<file path="config.mk">
export PLATFORM = sky130hd
export DESIGN_NAME = muldiv_unit
export DESIGN_NICKNAME = d
export VERILOG_FILES = /design/src/rtl/rv_m_pkg.sv /design/src/rtl/div_iter.sv /design/src/rtl/muldiv_unit.sv
export SDC_FILE = /design/constraint.sdc
export NUM_CORES = 2
export LEC_CHECK = 0
export CAP_MARGIN = 20
export CORE_MARGIN = 2
export CORE_UTILIZATION = 65
export CTS_BUF_LIST = sky130_fd_sc_hd__clkbuf_16
export DETAILED_ROUTE_END_ITERATION = 7
export PLACE_DENSITY = 0.92
export SYNTH_ARGS = -nofsm -noshare
export SYNTH_HDL_FRONTEND = slang
export SYNTH_HIERARCHICAL = 1
export SYNTH_SLANG_ARGS = --single-unit
</file>
<file path="constraint.sdc">
create_clock -name clk -period 11 [get_ports clk]
set_input_delay 2.2 -clock clk [delete_from_list [all_inputs] [get_ports clk]]
set_output_delay 2.2 -clock clk [all_outputs]
set_load 0.01 [all_outputs]
</file>
<file path="src/rtl/rv_m_pkg.sv">
// Shared definitions for the RV32M multiply/divide unit: opcodes, FSM encoding
// and the divider iteration count.
package rv_m_pkg;

   localparam logic [4:0] OP_MUL    = 5'd0;
   localparam logic [4:0] OP_MULH   = 5'd1;
   localparam logic [4:0] OP_MULHSU = 5'd2;
   localparam logic [4:0] OP_MULHU  = 5'd3;
   localparam logic [4:0] OP_DIV    = 5'd4;
   localparam logic [4:0] OP_DIVU   = 5'd5;
   localparam logic [4:0] OP_REM    = 5'd6;
   localparam logic [4:0] OP_REMU   = 5'd7;

   localparam int DIV_ITERS = 32;

   typedef enum logic [1:0] {
      S_IDLE = 2'd0,
      S_MUL  = 2'd1,
      S_DIV  = 2'd2,
      S_DONE = 2'd3
   } state_t;

   function automatic logic is_div_op(input logic [4:0] op);
      return op[4:2] == 3'b001;
   endfunction

endpackage

</file>
<file path="src/rtl/div_iter.sv">
// Radix-2 restoring divider on unsigned magnitudes. The first iteration is
// folded into the start cycle so done rises DIV_ITERS cycles after start.
module div_iter
   import rv_m_pkg::*;
#(
   parameter int W = 32
) (
   input  logic         clk,
   input  logic         rst,
   input  logic         clr,
   input  logic         start,
   input  logic [W-1:0] dividend,
   input  logic [W-1:0] divisor,
   output logic         done,
   output logic [W-1:0] quotient,
   output logic [W-1:0] remainder
);

   localparam int CW = $clog2(DIV_ITERS) + 1;
   localparam logic [CW-1:0] LAST = CW'(DIV_ITERS);

   logic          busy;
   logic [CW-1:0] cnt;
   logic [W-1:0]  quo, rem, dsr;
   logic [W-1:0]  src_q, src_r, src_d, nxt_q, nxt_r;
   logic [W:0]    shifted;

   always_comb begin
      src_q   = start ? dividend : quo;
      src_r   = start ? '0 : rem;
      src_d   = start ? divisor : dsr;
      shifted = {src_r, src_q[W-1]};
      if (shifted >= {1'b0, src_d}) begin
         // True difference is below the divisor, so the low W bits are exact.
         nxt_r = shifted[W-1:0] - src_d;
         nxt_q = {src_q[W-2:0], 1'b1};
      end else begin
         nxt_r = shifted[W-1:0];
         nxt_q = {src_q[W-2:0], 1'b0};
      end
   end

   always_ff @(posedge clk or posedge rst) begin
      if (rst) begin
         busy <= 1'b0;
         cnt  <= '0;
         quo  <= '0;
         rem  <= '0;
         dsr  <= '0;
      end else if (clr) begin
         busy <= 1'b0;
         cnt  <= '0;
      end else if (start) begin
         busy <= 1'b1;
         cnt  <= CW'(1);
         quo  <= nxt_q;
         rem  <= nxt_r;
         dsr  <= divisor;
      end else if (busy && cnt != LAST) begin
         cnt  <= cnt + CW'(1);
         quo  <= nxt_q;
         rem  <= nxt_r;
      end else if (busy) begin
         busy <= 1'b0;
      end
   end

   assign done      = busy && (cnt == LAST);
   assign quotient  = quo;
   assign remainder = rem;

endmodule

</file>
<file path="src/rtl/muldiv_unit.sv">
// RV32M multiply/divide functional unit: one operation in flight, result held
// on a request/grant port to the CDB arbiter until accepted.
module muldiv_unit
   import rv_m_pkg::*;
#(
   parameter int DATA_WIDTH = 32,
   parameter int TAG_WIDTH  = 3
) (
   input  logic                  clk,
   input  logic                  rst,
   input  logic                  fu_start,
   input  logic [DATA_WIDTH-1:0] fu_op1,
   input  logic [DATA_WIDTH-1:0] fu_op2,
   input  logic [DATA_WIDTH-1:0] fu_op3,
   input  logic [4:0]            fu_opcode,
   input  logic [TAG_WIDTH-1:0]  fu_dest_tag,
   input  logic [4:0]            fu_dest_reg,
   output logic                  fu_ready,
   input  logic                  flush,
   output logic                  cdb_req,
   input  logic                  cdb_grant,
   output logic [TAG_WIDTH-1:0]  cdb_tag,
   output logic [DATA_WIDTH-1:0] cdb_value,
   output logic [4:0]            cdb_dest_reg
);

   localparam logic [DATA_WIDTH-1:0] INT_MIN = {1'b1, {(DATA_WIDTH-1){1'b0}}};

   state_t                state;
   logic [DATA_WIDTH-1:0] op_a, op_b;
   logic [4:0]            opc;
   logic [TAG_WIDTH-1:0]  tag_q;
   logic [4:0]            rd_q;

   logic                    signed_in, rem_in, div_zero, div_ovf, div_start;
   logic [DATA_WIDTH-1:0]   special_val, mag_a, mag_b;
   logic                    sa, sb, signed_q, q_neg, r_neg;
   logic [2*DATA_WIDTH-1:0] a_ext, b_ext, prod;
   logic [DATA_WIDTH-1:0]   mul_val, div_val, qm, rm;
   logic                    div_done;
   logic                    unused_op3;

   assign unused_op3 = ^fu_op3;
   assign fu_ready   = (state == S_IDLE) && !fu_start;

   // Issue-side decode works on the live operands so special divides can
   // complete the cycle after issue.
   always_comb begin
      signed_in   = (fu_opcode == OP_DIV) || (fu_opcode == OP_REM);
      rem_in      = (fu_opcode == OP_REM) || (fu_opcode == OP_REMU);
      div_zero    = (fu_op2 == '0);
      div_ovf     = signed_in && (fu_op1 == INT_MIN) && (fu_op2 == '1);
      special_val = div_zero ? (rem_in ? fu_op1 : '1) : (rem_in ? '0 : fu_op1);
      mag_a       = (signed_in && fu_op1[DATA_WIDTH-1]) ? -fu_op1 : fu_op1;
      mag_b       = (signed_in && fu_op2[DATA_WIDTH-1]) ? -fu_op2 : fu_op2;
      div_start   = (state == S_IDLE) && fu_start && !flush && is_div_op(fu_opcode)
                    && !div_zero && !div_ovf;
   end

   // The low 64 bits of the sign/zero-extended product carry both halves.
   always_comb begin
      sa      = (opc == OP_MULH) || (opc == OP_MULHSU);
      sb      = (opc == OP_MULH);
      a_ext   = {{DATA_WIDTH{sa & op_a[DATA_WIDTH-1]}}, op_a};
      b_ext   = {{DATA_WIDTH{sb & op_b[DATA_WIDTH-1]}}, op_b};
      prod    = a_ext * b_ext;
      mul_val = '0;
      case (opc)
         OP_MUL:                       mul_val = prod[DATA_WIDTH-1:0];
         OP_MULH, OP_MULHSU, OP_MULHU: mul_val = prod[2*DATA_WIDTH-1:DATA_WIDTH];
         default:                      mul_val = '0;
      endcase
   end

   always_comb begin
      signed_q = (opc == OP_DIV) || (opc == OP_REM);
      q_neg    = signed_q && (op_a[DATA_WIDTH-1] ^ op_b[DATA_WIDTH-1]);
      r_neg    = signed_q && op_a[DATA_WIDTH-1];
      if ((opc == OP_REM) || (opc == OP_REMU)) div_val = r_neg ? -rm : rm;
      else                                     div_val = q_neg ? -qm : qm;
   end

   div_iter #(.W(DATA_WIDTH)) u_div (
      .clk       (clk),
      .rst       (rst),
      .clr       (flush),
      .start     (div_start),
      .dividend  (mag_a),
      .divisor   (mag_b),
      .done      (div_done),
      .quotient  (qm),
      .remainder (rm)
   );

   always_ff @(posedge clk or posedge rst) begin
      if (rst) begin
         state        <= S_IDLE;
         op_a         <= '0;
         op_b         <= '0;
         opc          <= '0;
         tag_q        <= '0;
         rd_q         <= '0;
         cdb_req      <= 1'b0;
         cdb_tag      <= '0;
         cdb_value    <= '0;
         cdb_dest_reg <= '0;
      end else if (flush) begin
         state   <= S_IDLE;
         cdb_req <= 1'b0;
      end else begin
         case (state)
            S_IDLE: if (fu_start) begin
               op_a  <= fu_op1;
               op_b  <= fu_op2;
               opc   <= fu_opcode;
               tag_q <= fu_dest_tag;
               rd_q  <= fu_dest_reg;
               if (!is_div_op(fu_opcode)) begin
                  state <= S_MUL;
               end else if (div_zero || div_ovf) begin
                  state        <= S_DONE;
                  cdb_req      <= 1'b1;
                  cdb_value    <= special_val;
                  cdb_tag      <= fu_dest_tag;
                  cdb_dest_reg <= fu_dest_reg;
               end else begin
                  state <= S_DIV;
               end
            end
            S_MUL: begin
               state        <= S_DONE;
               cdb_req      <= 1'b1;
               cdb_value    <= mul_val;
               cdb_tag      <= tag_q;
               cdb_dest_reg <= rd_q;
            end
            S_DIV: if (div_done) begin
               state        <= S_DONE;
               cdb_req      <= 1'b1;
               cdb_value    <= div_val;
               cdb_tag      <= tag_q;
               cdb_dest_reg <= rd_q;
            end
            S_DONE: if (cdb_grant) begin
               state   <= S_IDLE;
               cdb_req <= 1'b0;
            end
            default: state <= S_IDLE;
         endcase
      end
   end

endmodule

</file>
Yosys cells after proc, flatten, opt, wreduce, memory -nomap -nowiden
Cells that the tools add are included.
{"block": "totals", "wordCells": 143, "in_bits": 114, "output_inout_bits": 42, "regBits": 223}
{"block": "classes", "muxes": 53, "n_addsub": 6, "order_cmp": 1, "n_eq_ne": 27, "mul": 1, "reduce_logical": 36, "n_bitwise": 4}
{"op": "two-way mux 32 bit", "count": 20}
{"op": "negator 32 bit", "count": 4}
{"op": "case mux 32 bit (3 select lines)", "count": 1}
{"op": "== test 32 bit, second input constant", "count": 2}
{"op": "multiplier 33 x 33 -> 64 bit", "count": 1}
{"op": "case mux 32 bit (2 select lines)", "count": 1}
{"op": ">= comparator 33 x 32 -> 1 bit", "count": 1}
{"op": "logical NOT 32 bit", "count": 1}
{"op": "subtractor 32 bit", "count": 1}
{"op": "== test 5 x 3 -> 1 bit, second input constant", "count": 6}
{"op": "two-way mux 5 bit", "count": 4}
{"op": "two-way mux 6 bit", "count": 3}
{"op": "case mux 5 bit (3 select lines)", "count": 1}
{"op": "logical AND 1 bit", "count": 14}
{"op": "two-way mux 3 bit", "count": 4}
{"op": "two-way mux 1 bit", "count": 11}
{"op": "== test 5 x 2 -> 1 bit, second input constant", "count": 2}
{"op": "two-way mux 2 bit", "count": 5}
{"op": "inequality test 3 x 2 -> 1 bit, second input constant", "count": 3}
{"op": "inequality test 3 bit, second input constant", "count": 3}
{"op": "case mux 3 bit (3 select lines)", "count": 1}
{"op": "case mux 2 bit (4 select lines)", "count": 1}
{"op": "adder 6 x 1 -> 6 bit, second input constant", "count": 1}
{"op": "== test 6 bit, second input constant", "count": 1}
{"op": "other kinds (22)", "count": 36}

Logic depth before layout (Yosys ltp)
{"block": "logic_depth", "word_depth": 11, "depth_mapped": 32, "depth_no_buf": 29}

Hierarchy
Netlist, hierarchy kept.
{"mod": "muldiv_unit", "area_each_um2": 46827.4, "n_inst": 1, "cells_each": 5302, "seq_area_each_um2": 3002.9}
{"mod": "div_iter", "area_each_um2": 6902.9, "n_inst": 1, "cells_each": 731, "seq_area_each_um2": 2577.5}

Worst setup path after synthesis
Ideal clock, no wire load.
{"block": "synth_timing", "path_kind": "flip-flop to flip-flop", "startpoint": "register opc[1]", "endpoint": "register cdb_value[30]", "required_time_ns": 10.923, "path_stages_with_launch": 33, "path_slack_ns": 1.980, "arrival_ns": 8.944, "synth_period_minus_slack_ns": 9.020, "setup_ns": 0.077, "n_path_buf": 3, "path_cell_list": "dfrtp_1 > clkbuf_1 > xor2_1 > and3_1 > clkbuf_1 > nand2_1 > inv_1 > fa_1 > inv_1 > fa_1 > inv_1 > fa_1 > inv_1 > fa_1 > inv_1 > fa_1 > fa_1 > fa_1 > inv_1 > fa_1 > inv_1 > ha_1 > clkbuf_1 > nand2_1 > or3_1 > a2111oi_2 > a21boi_1 > a41oi_1 > a41o_1 > or3_1 > a21oi_1 > o32ai_1 > o21ai_1"}
{"block": "synth_via", "elab_chain_len": 7, "word_cells_on_any_way": 22, "classes_between": "mul: 1; eq/ne: 6; mux: 6; bitwise: 2; reduce/logical: 7"}
{"element": "start: declaration", "line_no": "muldiv_unit.sv:31", "text": "logic [4:0] opc;"}
{"element": "start signal: assignment", "line_no": "muldiv_unit.sv:115", "text": "opc <= fu_opcode;"}
{"element": "branches (longest 6 deep; another with multiplier 33 x 33 -> 64 bit)"}
{"element": "case mux 32 bit (3 select lines) (*)", "line_no": "muldiv_unit.sv:111", "text": "case (state)"}
{"element": "end signal: assignment", "line_no": "muldiv_unit.sv:123", "text": "cdb_value <= special_val;"}
{"element": "end signal: assignment", "line_no": "muldiv_unit.sv:133", "text": "cdb_value <= mul_val;"}
{"element": "end signal: assignment", "line_no": "muldiv_unit.sv:140", "text": "cdb_value <= div_val;"}
{"element": "end: declaration", "line_no": "muldiv_unit.sv:23", "text": "output logic [DATA_WIDTH-1:0] cdb_value,"}
Every way passes the cells marked *. The select of a mux whose other input is x is not followed.
A chain may end at the register's enable or synchronous reset.

Final worst setup path
{"block": "layout_timing", "startpoint": "register opc[2]", "endpoint": "register cdb_value[26]"}
The elaborated chain is that of the path after synthesis.

==> metrics <==
largest net degree at the start of global routing=128; root buf cell=clkbuf_16; drt pass-1 iters=8; CTS Hold Buffers Added=0; period utilization=93.1%; post-synth cell types=89; Clock Path Buffers=3; top cells by area, synth=fa_1 42%, dfrtp_1 10%, inv_1 8.8%, nand2_1 7.0%, ha_1 6.0%; final clock skew=19.5 ps; Synth async-reset ratio=100%; Syn. warnings=6; core footprint=82000 um^2; first-pass GRT wire length=261000 um; Seq/Total Area, Yosys=10.4%; GR Util All Layers=40.1%; Yosys reg bits=223; Synth top area share=42.0%; Slew HR=24.8%; Final Hold Violating Endpoints=0; Synth Cell Area=53700 um^2; vias in the first global route=47400; required time of the critical path=11450 ps; drt wl/cell=23.6 um; CTS tree=built; actual slew at the worst max-slew pin=1130 ps; Post-synth EDFFs=0; nets=7410; post-cts sizing count=0; DRT iter0 DRCs=4336; Achievable Freq=0.0977 GHz; most common cell in the netlist=inv_1; post-CTS setup buffers=0; minimum clock period after layout=10240 ps; Initial Util=65.5%; Mapped Cells=6033; syn nets=7530; vias per inst=6.21; via count=43500; Routed Antenna Nets=0; Syn Area/Cell=8.91 um^2; fraction of layout cells with a size suffix above 1=4.40%; Fin Setup TNS=0 ps; DP HPWL=128000 um; slowest cell delay on critical path=620 ps; RSZ-0062 raised after global routing=false; H-Tree Level Count=1; Max FO, Critical Path=11; Buffers on Ports=123; Final setup viols=0; Slew Viols, Final=0; Synth Flop Type=dfrtp_1; most frequent cells after synthesis=1259 x inv_1, 1126 x fa_1, 1008 x nand2_1, 307 x clkbuf_1, 305 x and2_1; max_cap viols=0; Yosys top cell by area=fa_1; grt ovf=0; later-pin clock latency in the skew report=550 ps; # rows=105; Vert. Die Dim=292 um; CP Class=reg2reg; Critical Path Slowest Stage Cell=fa_1; CTS Sinks=223; chip width=292 um; Num CTS Buffers=24; Hold WC Path Type=reg2reg; GP Congestion=1.04; CP startpoint kind=flop; CP endpoint kind=flop; Reg clk slew, reported paths=70 ps; # DRC=0; die area=85000 um^2; num ports=156; Syn-to-layout area delta=4.89%; status=completed; WP data arrival=10690 ps; routed wire length=165000 um; initial antenna violation count=8
==> cell type report <==
type / count / area, um^2
repair buffers: 194 / 1810
clock inverters: 20 / 126
well taps: 1070 / 1340
clock buffers: 24 / 601
diodes: 8 / 20.0
flip-flops and latches: 223 / 5620
fillers: 5949 / 25600
inverters: 1259 / 4730
multi-input cells: 4211 / 42100
==> logic make-up after synthesis <==
logic type / synth area share [%]
simple gates: 15.0
buf+inv: 11.3
fa+ha+maj: 48.2
compound gates: 7.49
flops: 10.4
xor+xnor: 3.59
mux: 4.02
==> path summary, 6_finish.rpt <==
| path | start | end | slack [ps] | depth (start not counted) |
|---|---|---|---|---|
| setup / recovery | opc[2]$_DFFE_PP0P_ | cdb_value[26]$_DFFE_PP0P_ | 760 | 29 |
| hold / removal | rd_q[3]$_DFFE_PP0P_ | rd_q[3]$_DFFE_PP0P_ | 510 | 1 |
| hold reg to reg | rd_q[3]$_DFFE_PP0P_ | rd_q[3]$_DFFE_PP0P_ | 510 | 1 |
| max in group asynchronous | rst | op_a[23]$_DFFE_PP0P_ | 7290 | 3 |
| setup reg to reg | opc[2]$_DFFE_PP0P_ | cdb_value[26]$_DFFE_PP0P_ | 760 | 29 |
| min in group asynchronous | rst | u_div/dsr[12]$_DFFE_PP0N_ | 2090 | 2 |
==> cell usage in the layout, fill, tap and decap left out, drive strengths merged, types with 24 or more instances in the layout <==
cell type,n
mux2,78
nor3,48
clkbuf,24
a31oi,42
nor2,162
dfrtp,223
mux2i,128
clkdlybuf4s50,122
nand4,29
nand2,1008
nand3,42
xor2,70
nor2b,25
ha,257
and2,306
o31ai,38
a21o,42
buf,72
a21oi,185
o21ai,177
inv,1267
xnor2,150
fa,1126
==> worst max-delay path: cells and delay by family (launching register included) <==
family / cells / cell delay (ps)
AO/OA/AOI/OAI: 7 / 1740
XOR/XNOR: 1 / 160
adder cells (fa/ha/maj): 9 / 4510
buffers and inverters: 7 / 1500
flip-flops: 1 / 430
AND/OR/NAND/NOR: 5 / 1770
==> routing by layer <==
metal	wire length, um	vias to the layer above	track usage (%)	part of all wire [%]
met5	45	-	0	0.027
met4	12600	8	23.9	7.6
met3	20400	854	10.6	12
met2	75500	2943	63.3	46
met1	56900	21600	50.0	34
li1	-	18100	-	-
==> metrics by stage <==
step	cells	hold slack, ps	worst slack, ps	util (%)	area (um^2)
2_1_floorplan	6033	475	1980	-	53700
3_3_place_gp	6954	472	1050	67.8	55500
3_5_place_dp	6954	491	728	67.8	55500
4_1_cts	6998	507	688	68.6	56300
5_1_grt	7003	515	193	68.7	56300
6_report	7009	507	760	68.7	56400
Power is left out: the tool's default activity adds up to more than one toggle a clock period on the data nets, which glitch-free logic cannot reach.
